$ cat src/rtl/small_poly_encoder.sv
// Reads P ternary coefficients from the short-poly RAM, packs 4 per byte (2 bits each)
// and streams the bytes over valid/ready while tracking Hamming weight and bad words.
module small_poly_encoder #(
    parameter int unsigned P      = 757,
    parameter int unsigned W      = 286,
    parameter int unsigned ADDR_W = 11,
    parameter int unsigned DATA_W = 13
) (
    input  logic              clk,
    input  logic              rst,
    input  logic              start,
    output logic [ADDR_W-1:0] mem_address_o,
    output logic              mem_rd_en,
    input  logic [DATA_W-1:0] mem_rd_data,
    output logic [7:0]        out_byte,
    output logic              out_valid,
    input  logic              out_ready,
    output logic              out_last,
    output logic              busy,
    output logic              done,
    output logic              err,
    output logic [ADDR_W-1:0] weight,
    output logic              weight_ok
);

    localparam int unsigned NB      = (P + 3) / 4;
    localparam int unsigned LAST_B4 = 4 * (NB - 1);
    localparam int unsigned AW1     = ADDR_W + 1;

    localparam logic [1:0] S_IDLE = 2'd0;
    localparam logic [1:0] S_READ = 2'd1;
    localparam logic [1:0] S_EMIT = 2'd2;
    localparam logic [1:0] S_FIN  = 2'd3;

    logic [1:0]        state_q, state_d;
    logic [2:0]        cyc_q, cyc_d;
    logic [ADDR_W-1:0] b4_q, b4_d;
    logic [ADDR_W-1:0] addr_q, addr_d;
    logic              rd_en_q, rd_en_d;
    logic [7:0]        byte_q, byte_d;
    logic              valid_q, valid_d;
    logic              last_q, last_d;
    logic              busy_q, busy_d;
    logic              done_q, done_d;
    logic              err_q, err_d;
    logic [ADDR_W-1:0] weight_q, weight_d;
    logic              wok_q, wok_d;

    logic [AW1-1:0]    k_iss, k_cap;
    logic [1:0]        field;
    logic              field_nz, field_bad;

    // Slot being addressed next cycle, and slot whose RAM data is on mem_rd_data now.
    assign k_iss = AW1'(b4_q) + AW1'(cyc_q) + AW1'(1);
    assign k_cap = AW1'(b4_q) + AW1'(cyc_q) - AW1'(1);

    always_comb begin
        field     = 2'b01;
        field_nz  = 1'b0;
        field_bad = 1'b0;
        if (k_cap >= AW1'(P)) begin
            field = 2'b00;
        end else if (mem_rd_data == DATA_W'(0)) begin
            field = 2'b01;
        end else if (mem_rd_data == DATA_W'(1)) begin
            field    = 2'b10;
            field_nz = 1'b1;
        end else if (mem_rd_data == {DATA_W{1'b1}}) begin
            field    = 2'b00;
            field_nz = 1'b1;
        end else begin
            field_bad = 1'b1;
        end
    end

    always_comb begin
        state_d  = state_q;
        cyc_d    = cyc_q;
        b4_d     = b4_q;
        addr_d   = addr_q;
        rd_en_d  = 1'b0;
        byte_d   = byte_q;
        valid_d  = valid_q;
        last_d   = last_q;
        busy_d   = busy_q;
        done_d   = 1'b0;
        err_d    = err_q;
        weight_d = weight_q;
        wok_d    = wok_q;
        case (state_q)
            S_IDLE: begin
                // A start landing on the done cycle is dropped.
                if (start && !done_q) begin
                    state_d  = S_READ;
                    cyc_d    = 3'd0;
                    b4_d     = '0;
                    addr_d   = '0;
                    rd_en_d  = 1'b1;
                    busy_d   = 1'b1;
                    err_d    = 1'b0;
                    weight_d = '0;
                    wok_d    = 1'b0;
                    last_d   = 1'b0;
                end
            end
            S_READ: begin
                cyc_d = cyc_q + 3'd1;
                if (cyc_q < 3'd3 && k_iss < AW1'(P)) begin
                    addr_d  = k_iss[ADDR_W-1:0];
                    rd_en_d = 1'b1;
                end
                if (cyc_q >= 3'd1) begin
                    byte_d = {field, byte_q[7:2]};
                    if (field_nz) begin
                        weight_d = weight_q + ADDR_W'(1);
                    end
                    if (field_bad) begin
                        err_d = 1'b1;
                    end
                end
                if (cyc_q == 3'd4) begin
                    state_d = S_EMIT;
                    valid_d = 1'b1;
                    last_d  = (b4_q == ADDR_W'(LAST_B4));
                end
            end
            S_EMIT: begin
                if (out_ready) begin
                    valid_d = 1'b0;
                    last_d  = 1'b0;
                    if (last_q) begin
                        state_d = S_FIN;
                    end else begin
                        state_d = S_READ;
                        cyc_d   = 3'd0;
                        b4_d    = b4_q + ADDR_W'(4);
                        addr_d  = b4_q + ADDR_W'(4);
                        rd_en_d = 1'b1;
                    end
                end
            end
            default: begin
                state_d = S_IDLE;
                busy_d  = 1'b0;
                done_d  = 1'b1;
                wok_d   = (weight_q == ADDR_W'(W)) && !err_q;
            end
        endcase
    end

    always_ff @(posedge clk or posedge rst) begin
        if (rst) begin
            state_q  <= S_IDLE;
            cyc_q    <= '0;
            b4_q     <= '0;
            addr_q   <= '0;
            rd_en_q  <= 1'b0;
            byte_q   <= '0;
            valid_q  <= 1'b0;
            last_q   <= 1'b0;
            busy_q   <= 1'b0;
            done_q   <= 1'b0;
            err_q    <= 1'b0;
            weight_q <= '0;
            wok_q    <= 1'b0;
        end else begin
            state_q  <= state_d;
            cyc_q    <= cyc_d;
            b4_q     <= b4_d;
            addr_q   <= addr_d;
            rd_en_q  <= rd_en_d;
            byte_q   <= byte_d;
            valid_q  <= valid_d;
            last_q   <= last_d;
            busy_q   <= busy_d;
            done_q   <= done_d;
            err_q    <= err_d;
            weight_q <= weight_d;
            wok_q    <= wok_d;
        end
    end

    assign mem_address_o = addr_q;
    assign mem_rd_en     = rd_en_q;
    assign out_byte      = byte_q;
    assign out_valid     = valid_q;
    assign out_last      = last_q;
    assign busy          = busy_q;
    assign done          = done_q;
    assign err           = err_q;
    assign weight        = weight_q;
    assign weight_ok     = wok_q;

endmodule

$ cat config.mk
export PLATFORM = sky130hd
export DESIGN_NAME = small_poly_encoder
export DESIGN_NICKNAME = d
export VERILOG_FILES = /design/src/rtl/small_poly_encoder.sv
export SDC_FILE = /design/constraint.sdc
export NUM_CORES = 1
export LEC_CHECK = 0
export ABC_CLOCK_PERIOD_IN_PS = 4770
export BUFFER_PORTS_ARGS = -buffer_cell sky130_fd_sc_hd__buf_2
export CORE_MARGIN = 2
export CORE_UTILIZATION = 62
export CTS_CLUSTER_SIZE = 10
export DETAILED_ROUTE_END_ITERATION = 7
export HOLD_SLACK_MARGIN = 0.05
export MAX_ROUTING_LAYER = met4
export PLACE_DENSITY = 0.86
export RECOVER_POWER = 25
export SETUP_SLACK_MARGIN = 0.15
export SLEW_MARGIN = 20
export SYNTH_ARGS = -nofsm -noshare
export SYNTH_HDL_FRONTEND = slang
export SYNTH_SLANG_ARGS = --single-unit
export TNS_END_PERCENT = 30
$ cat constraint.sdc
create_clock -name clk -period 4.77 [get_ports clk]
set_input_delay 0.477 -clock clk [delete_from_list [all_inputs] [get_ports clk]]
set_output_delay 0.477 -clock clk [all_outputs]
set_load 0.1 [all_outputs]
---- Yosys cells after proc, flatten, opt, wreduce, memory -nomap -nowiden ----
Cells that the tools add are included.
W data, S select, Z words.
storage, ports and cells
  flip-flop bits (word level) ............. 53
  bits of input ports ..................... 17
  output and inout port bits .............. 37
  word-level logic and storage cells ...... 110
cells by class
  $add $sub $neg .......................... 6
  order comparisons ....................... 4
  equality and inequality tests ........... 15
  muxes and demuxes ....................... 48
  bitwise logic cells ..................... 1
  reductions and logical operators ........ 23
operator list
  operator                 number
  $mux W11                 6
  $pmux W11 S2             2
  $pmux W11 S3             1
  $mux W1                  21
  $reduce_and A4 Y1        5
  $ne A2 B2 Y1 const B     8
  $mux W2                  7
  $eq A13 B1 Y1 const B    1
  $eq A13 B13 Y1 const B   1
  $logic_not A13 Y1        1
  $add A11 B3 Y12          1
  $add A12 B1 Y12 const B  1
  $ge A12 B10 Y1 const B   1
  $lt A12 B10 Y1 const B   1
  $sub A12 B1 Y12 const B  1
  $add A11 B1 Y11 const B  1
  $add A11 B3 Y11 const B  1
  $eq A11 B10 Y1 const B   1
  $eq A11 B9 Y1 const B    1
  $mux W3                  3
  $pmux W3 S3              1
  $pmux W1 S2              4
  $pmux W1 S3              2
  $pmux W2 S3              1
  17 further kinds         24

---- Longest topological paths before layout ----
  depth in word-level cells ............... 8
  mapped depth ............................ 12
  depth with buffers taken out ............ 10

---- Worst setup path after synthesis ----
No wires, ideal clock.
  path kind ............................... reg-to-reg
  start ................................... reg b4_q[2]
  end ..................................... reg addr_q[1], in the netlist mem_address_o[1]
  library setup time ...................... 0.126 ns
  arrival time ............................ 2.941 ns
  slack ................................... 1.703 ns
  stages on the path, launching flop included .. 12
  clock period less this slack ............ 3.067 ns
  cell sequence ........................... dfrtp_1 > ha_1 > clkbuf_1 > and3_1 > maj3_1 > o21ai_0 > a32oi_1 > a211o_1 > a21oi_1 > o32a_1 > buf_4 > mux2_2
on the way
  longest elaborated chain between the ends .. 6
RTL lines
  item                         line  RTL
  start, declared              37    logic [ADDR_W-1:0] b4_q, b4_d;
  start signal, assigned       155   b4_q <= '0;
  start signal, assigned       169   b4_q <= b4_d;
  $add A11 B3 Y12              54    assign k_iss = AW1'(b4_q) + AW1'(cyc_q) + AW1'(1);
  $add A12 B1 Y12              54
  $lt A12 B10 Y1               108   if (cyc_q < 3'd3 && k_iss < AW1'(P)) begin
  $logic_and A1 B1 Y1          108
  $ne A2 B2 Y1 (no line)       --
  $reduce_and A5 Y1 (no line)  --
  end signal, assigned         170   addr_q <= addr_d;
  end, declared                38    logic [ADDR_W-1:0] addr_q, addr_d;
No other way between the ends.
A chain may end at the register's enable or synchronous reset.

---- Worst setup path after layout ----
  start ................................... reg b4_q[2]
  end ..................................... reg addr_q[4], in the netlist mem_address_o[4]
on the way
  longest elaborated chain between the ends .. 6
RTL lines
  item                         line
  $add A11 B3 Y12              54
  $add A12 B1 Y12              54
  $lt A12 B10 Y1               108
  $logic_and A1 B1 Y1          108
  $ne A2 B2 Y1 (no line)       --
  $reduce_and A5 Y1 (no line)  --
Several ways; a longest one is shown, not always the timed one. The select of a mux whose other input is x is not followed.

==> results.txt <==
The library cell used as clock root buffer is clkbuf_8. The number of standard cells after synthesis came out at about 420. The via count of the first global-routing pass came to just over 3000.

The endpoint identified for the worst register-to-register timing path is mem_address_o[4]. The overall routing resource usage came out at between 30% and 40%. The worst-case headroom to the max-slew limit is -51.87%. Measured in cells, the most critical reg-to-reg path has a length of 9. In this run, synthesis produced a sequential element count of 51. Of the synthesized area, sequential elements account for 35.37%. The number of levels in the clock H-tree came out at 2. The number of search-and-repair iterations in the first detailed-routing pass came out at 6.

After synthesis, the mean cell area works out to approximately 8.7 sq um. The total wire length is between 9 and 10 mm. The floorplan has 27 rows. In this run, synthesis inferred 0 flip-flops with an integrated enable.

The wire length of the first global-routing pass came out at roughly 15 mm. Across all register-to-register paths, the minimum setup slack is 1.10 ns. The final critical-path setup slack came out at roughly 1.1 ns. The worst setup timing slack at the placement stage came out at about 1.2 ns. The source-to-sink clock delay at the later pin of the worst-skew pair is approximately 0.31 ns.

The count of nets left with antenna violations once routing finished came out at 0. Across the VDD grid, the largest voltage drop is around 440 uV. The largest fanout of any net on the critical path is 15.

Entering global routing, the biggest net connects between 50 and 60 pins. The overall power of the completed layout came out at approximately 2.3 mW. The worst min-delay path class is input port to flop. The detailed router's first-iteration violation count is 313. In this run the power spent charging and discharging nets is 1.287 mW. In this run the tool buffered the top-level ports with 53 buffer cells. The number of antenna repair diodes came out at 0.

The I/O pin count came out at 54. Counting instances, the worst hold path has a depth of 3. From left edge to right edge, the die measures ~80 microns. The total CTS buffers came out at 5. The worst setup path is captured at a flop.

The synthesized cell area came out at 3608 sq um. In the final layout, the share of cells above drive strength 1 is a little under a fifth. The clock skew after layout came out at 0.003370 ns. The finished layout holds around 520 standard cells, fillers aside. The worst-margin pin slew is between 2 and 2.5 ns. The final count of hold timing violations is 0. Walking the worst path, the cells encountered are ha_1, xnor2_2, o21ai_1, a32o_1, a32oi_1, a211o_1, a21oi_1, o32a_1, mux2_2.

In this run, the clock network consumes a little under an eighth of the power. Dividing the detail-routed wire length by the instance count gives around 18 microns. The floorplan step defined a die boundary enclosing between 6000 and 7000 sq um. The max-capacitance violation count is 1. The netlist uses 66 different library cells. The HPWL after detailed placement is about 6.7 mm. The number of nets in the finished design came out at between 400 and 500.

The number of antenna violations at the first check in global routing came to 0. Setup violations remaining at the end of the flow were counted as 0. Setup repair after global routing left no endpoint under its margin. The worst setup path is of the flop to flop kind. The accumulated negative setup slack came out at 0 ns. The net switching share of the total power is 54.80%. The final-report max-slew violation count is 52. The internal cell power came out at ~1.1 mW. The number of resized instances in the post-cts repair step came out at 0. The run finished, with violations left. The logic gate share of total power is between 60 and 70%. The power density normalized to cell area is between 500 and 600 nW/um^2.

After detailed routing, the number of vias per cell comes to between 6 and 7. Among all flip-flop cells after synthesis, the most frequent one is dfrtp_1. The routed design could run at a clock period as short as around 3.7 ns. The synthesis-to-finish area growth came out at 9.605%.

After clock tree synthesis, the flow added hold-fix buffers numbering 0. The clock passes through at most 2 buffers. The start point of the worst hold path is mem_rd_data[0]. The number of sinks driven by the clock tree came out at between 50 and 60.

The core outline area is 5574 sq um. The launching point of the worst reg2reg path is b4_q[2]. The endpoint of the worst hold path is out_byte[7]. Once the floorplan was initialized, standard cells occupied 64.74% of the core. The tightest hold path in the finished design has a slack of around 0.46 ns. The CTS tree is built. The post-synth net total came out at approximately 450. The post-CTS repair timing setup buffer count came out at 0. The final core utilization came out at a little under three quarters.

The clock-pin slew on the worst setup and hold paths is approximately 0.10 ns. The proportion of synthesized flip-flops having asynchronous set or reset came out at 100.0%. The required arrival time at the worst endpoint came out at about 5.0 ns. STA puts the critical path data arrival time at about 3.9 ns. The leakage power is 1.829 nW.

The post-detailed-route DRC marker count came out at 0. After detailed placement, the total cell area comes to between 3000 and 4000 sq um. The final clock period utilization by the worst path is roughly 77%. The yosys synthesis warning count came out at 0. The maximum single-stage delay on the critical path is 0.58 ns. The vertical extent of the die came out at 80.29 microns.

The maximum achievable frequency is 272.4 MHz. The total placed cells including tap cells came out at 517. The fraction of power consumed by sequential logic came out at 25.6%. The top cell family by delay on the critical path is compound AO/OA/AOI/OAI gates.

The final standard cell area without fillers came out at between 3000 and 4000 sq um. The final reports fail on capacitance limit, slew limit. Global routing finished with a remaining overflow of 0. The final weighted congestion in routability-driven placement is 1.003. The number of vias after detailed routing came out at ~3400. The count of buffer and inverter cells on the critical path came out at 0. The slowest stage cell on the critical path is ha_1. The worst setup path is launched from a flop.
## worst reg2reg max path: stages, from the launching register on
cell     delay (ns)
dfrtp_1        0.51
ha_1           0.58
xnor2_2        0.22
o21ai_1        0.45
a32o_1         0.23
a32oi_1        0.06
a211o_1        0.32
a21oi_1        0.20
o32a_1         0.56
mux2_2         0.41
## registers in the layout, summed over array words and instances, names as in the netlist
name	count
mem_address_o	11
weight	11
b4_q	9
out_byte	8
cyc_q	3
state_q	2
busy	1
done	1
err	1
mem_rd_en	1
out_last	1
out_valid	1
weight_ok	1
## logic make-up (layout without fill, tap and decap cells)
group | Yosys count | after routing | synth area share [%]
flip-flops | 51 | 51 | 35.37
XOR/XNOR | 12 | 12 | 3.329
AND/OR/NAND/NOR | 163 | 163 | 23.72
multiplexers | 20 | 20 | 5.999
buffers and inverters | 48 | 83 | 5.617
AO/OA/AOI/OAI | 106 | 106 | 20.22
adder cells (fa/ha/maj) | 17 | 17 | 5.756
## routing by layer
metal  wire (microns)  GRT usage (%)
met3              616          5.393
met2             4426          47.08
met4              199          10.34
met5                0              -
met1             4115          41.75
## synth_stat cells, drive strengths merged (7+ instances only)
cell type,number,share of area [%]
dfrtp,51,35
nand2,49,5.1
o21ai,32,4.5
a21oi,21,2.9
clkbuf,21,2.2
inv,20,2.1
nor2,20,2.1
ha,15,5.2
mux2,13,4.1
nor3,13,1.8
nand4,12,2.1
nor2b,11,1.9
and3,9,1.6
nand3,9,1.2
or3,8,1.4
and2,7,1.2
mux2i,7,1.9
o31ai,7,1.5
or4,7,1.5
xnor2,7,1.9
## cell usage in the layout (no fill, tap or decap), types with 3 or more instances in the layout
| cell | Yosys | layout |
|---|---|---|
| buf_2 | 3 | 53 |
| dfrtp_1 | 51 | 51 |
| nand2_1 | 49 | 49 |
| o21ai_0 | 27 | 27 |
| a21oi_1 | 21 | 21 |
| nor2_1 | 20 | 20 |
| inv_1 | 19 | 18 |
| ha_1 | 15 | 15 |
| nor3_1 | 13 | 13 |
| nand4_1 | 12 | 12 |
| mux2_2 | 12 | 12 |
| nor2b_1 | 11 | 11 |
| and3_1 | 9 | 9 |
| nand3_1 | 9 | 9 |
| or3_1 | 8 | 8 |
| and2_1 | 7 | 7 |
| or4_1 | 7 | 7 |
| mux2i_1 | 7 | 7 |
| o31ai_1 | 7 | 7 |
| xnor2_1 | 6 | 6 |
| clkbuf_8 | 0 | 6 |
| nor4_1 | 5 | 5 |
| a22o_1 | 5 | 5 |
| nand2b_1 | 4 | 4 |
| a31oi_1 | 4 | 4 |
| o211ai_1 | 4 | 4 |
| o21ai_1 | 4 | 4 |
| xor2_1 | 4 | 4 |
| and4_1 | 3 | 3 |
| o22ai_1 | 3 | 3 |
## layout make-up
| class | count | area [sq um] |
|---|---|---|
| Fill cell | 469 | 1619 |
| Tap cell | 72 | 90.09 |
| Clock inverter | 1 | 8.758 |
| Inverter | 21 | 80.08 |
| Multi-Input combinational cell | 318 | 2137 |
| Clock buffer | 6 | 82.58 |
| Timing Repair Buffer | 55 | 280.3 |
| Sequential cell | 51 | 1276 |
## how the worst max path moves through the flow
stage / slack, ns / to / depth (start not counted) / from
after detailed placement: 1.16 / mem_address_o[4] / 9 / b4_q[2]
final: 1.10 / mem_address_o[4] / 9 / b4_q[2]
after global placement: 1.33 / mem_address_o[1] / 8 / b4_q[2]
after CTS: 1.15 / mem_address_o[4] / 9 / b4_q[2]
after global routing: 0.86 / mem_address_o[4] / 9 / b4_q[2]
after floorplan: 1.70 / mem_address_o[1] / 11 / b4_q[2]
## power groups by stage
stage               logic, mW  registers [mW]  clock network (mW)
CTS                      1.47           0.600               0.270
global route             1.58           0.614               0.287
global placement         1.44           0.603                   0
detailed placement       1.46           0.609                   0
finish                   1.48           0.601               0.270
floorplan               0.866           0.937                   0
(Power assumes the default switching activity.)
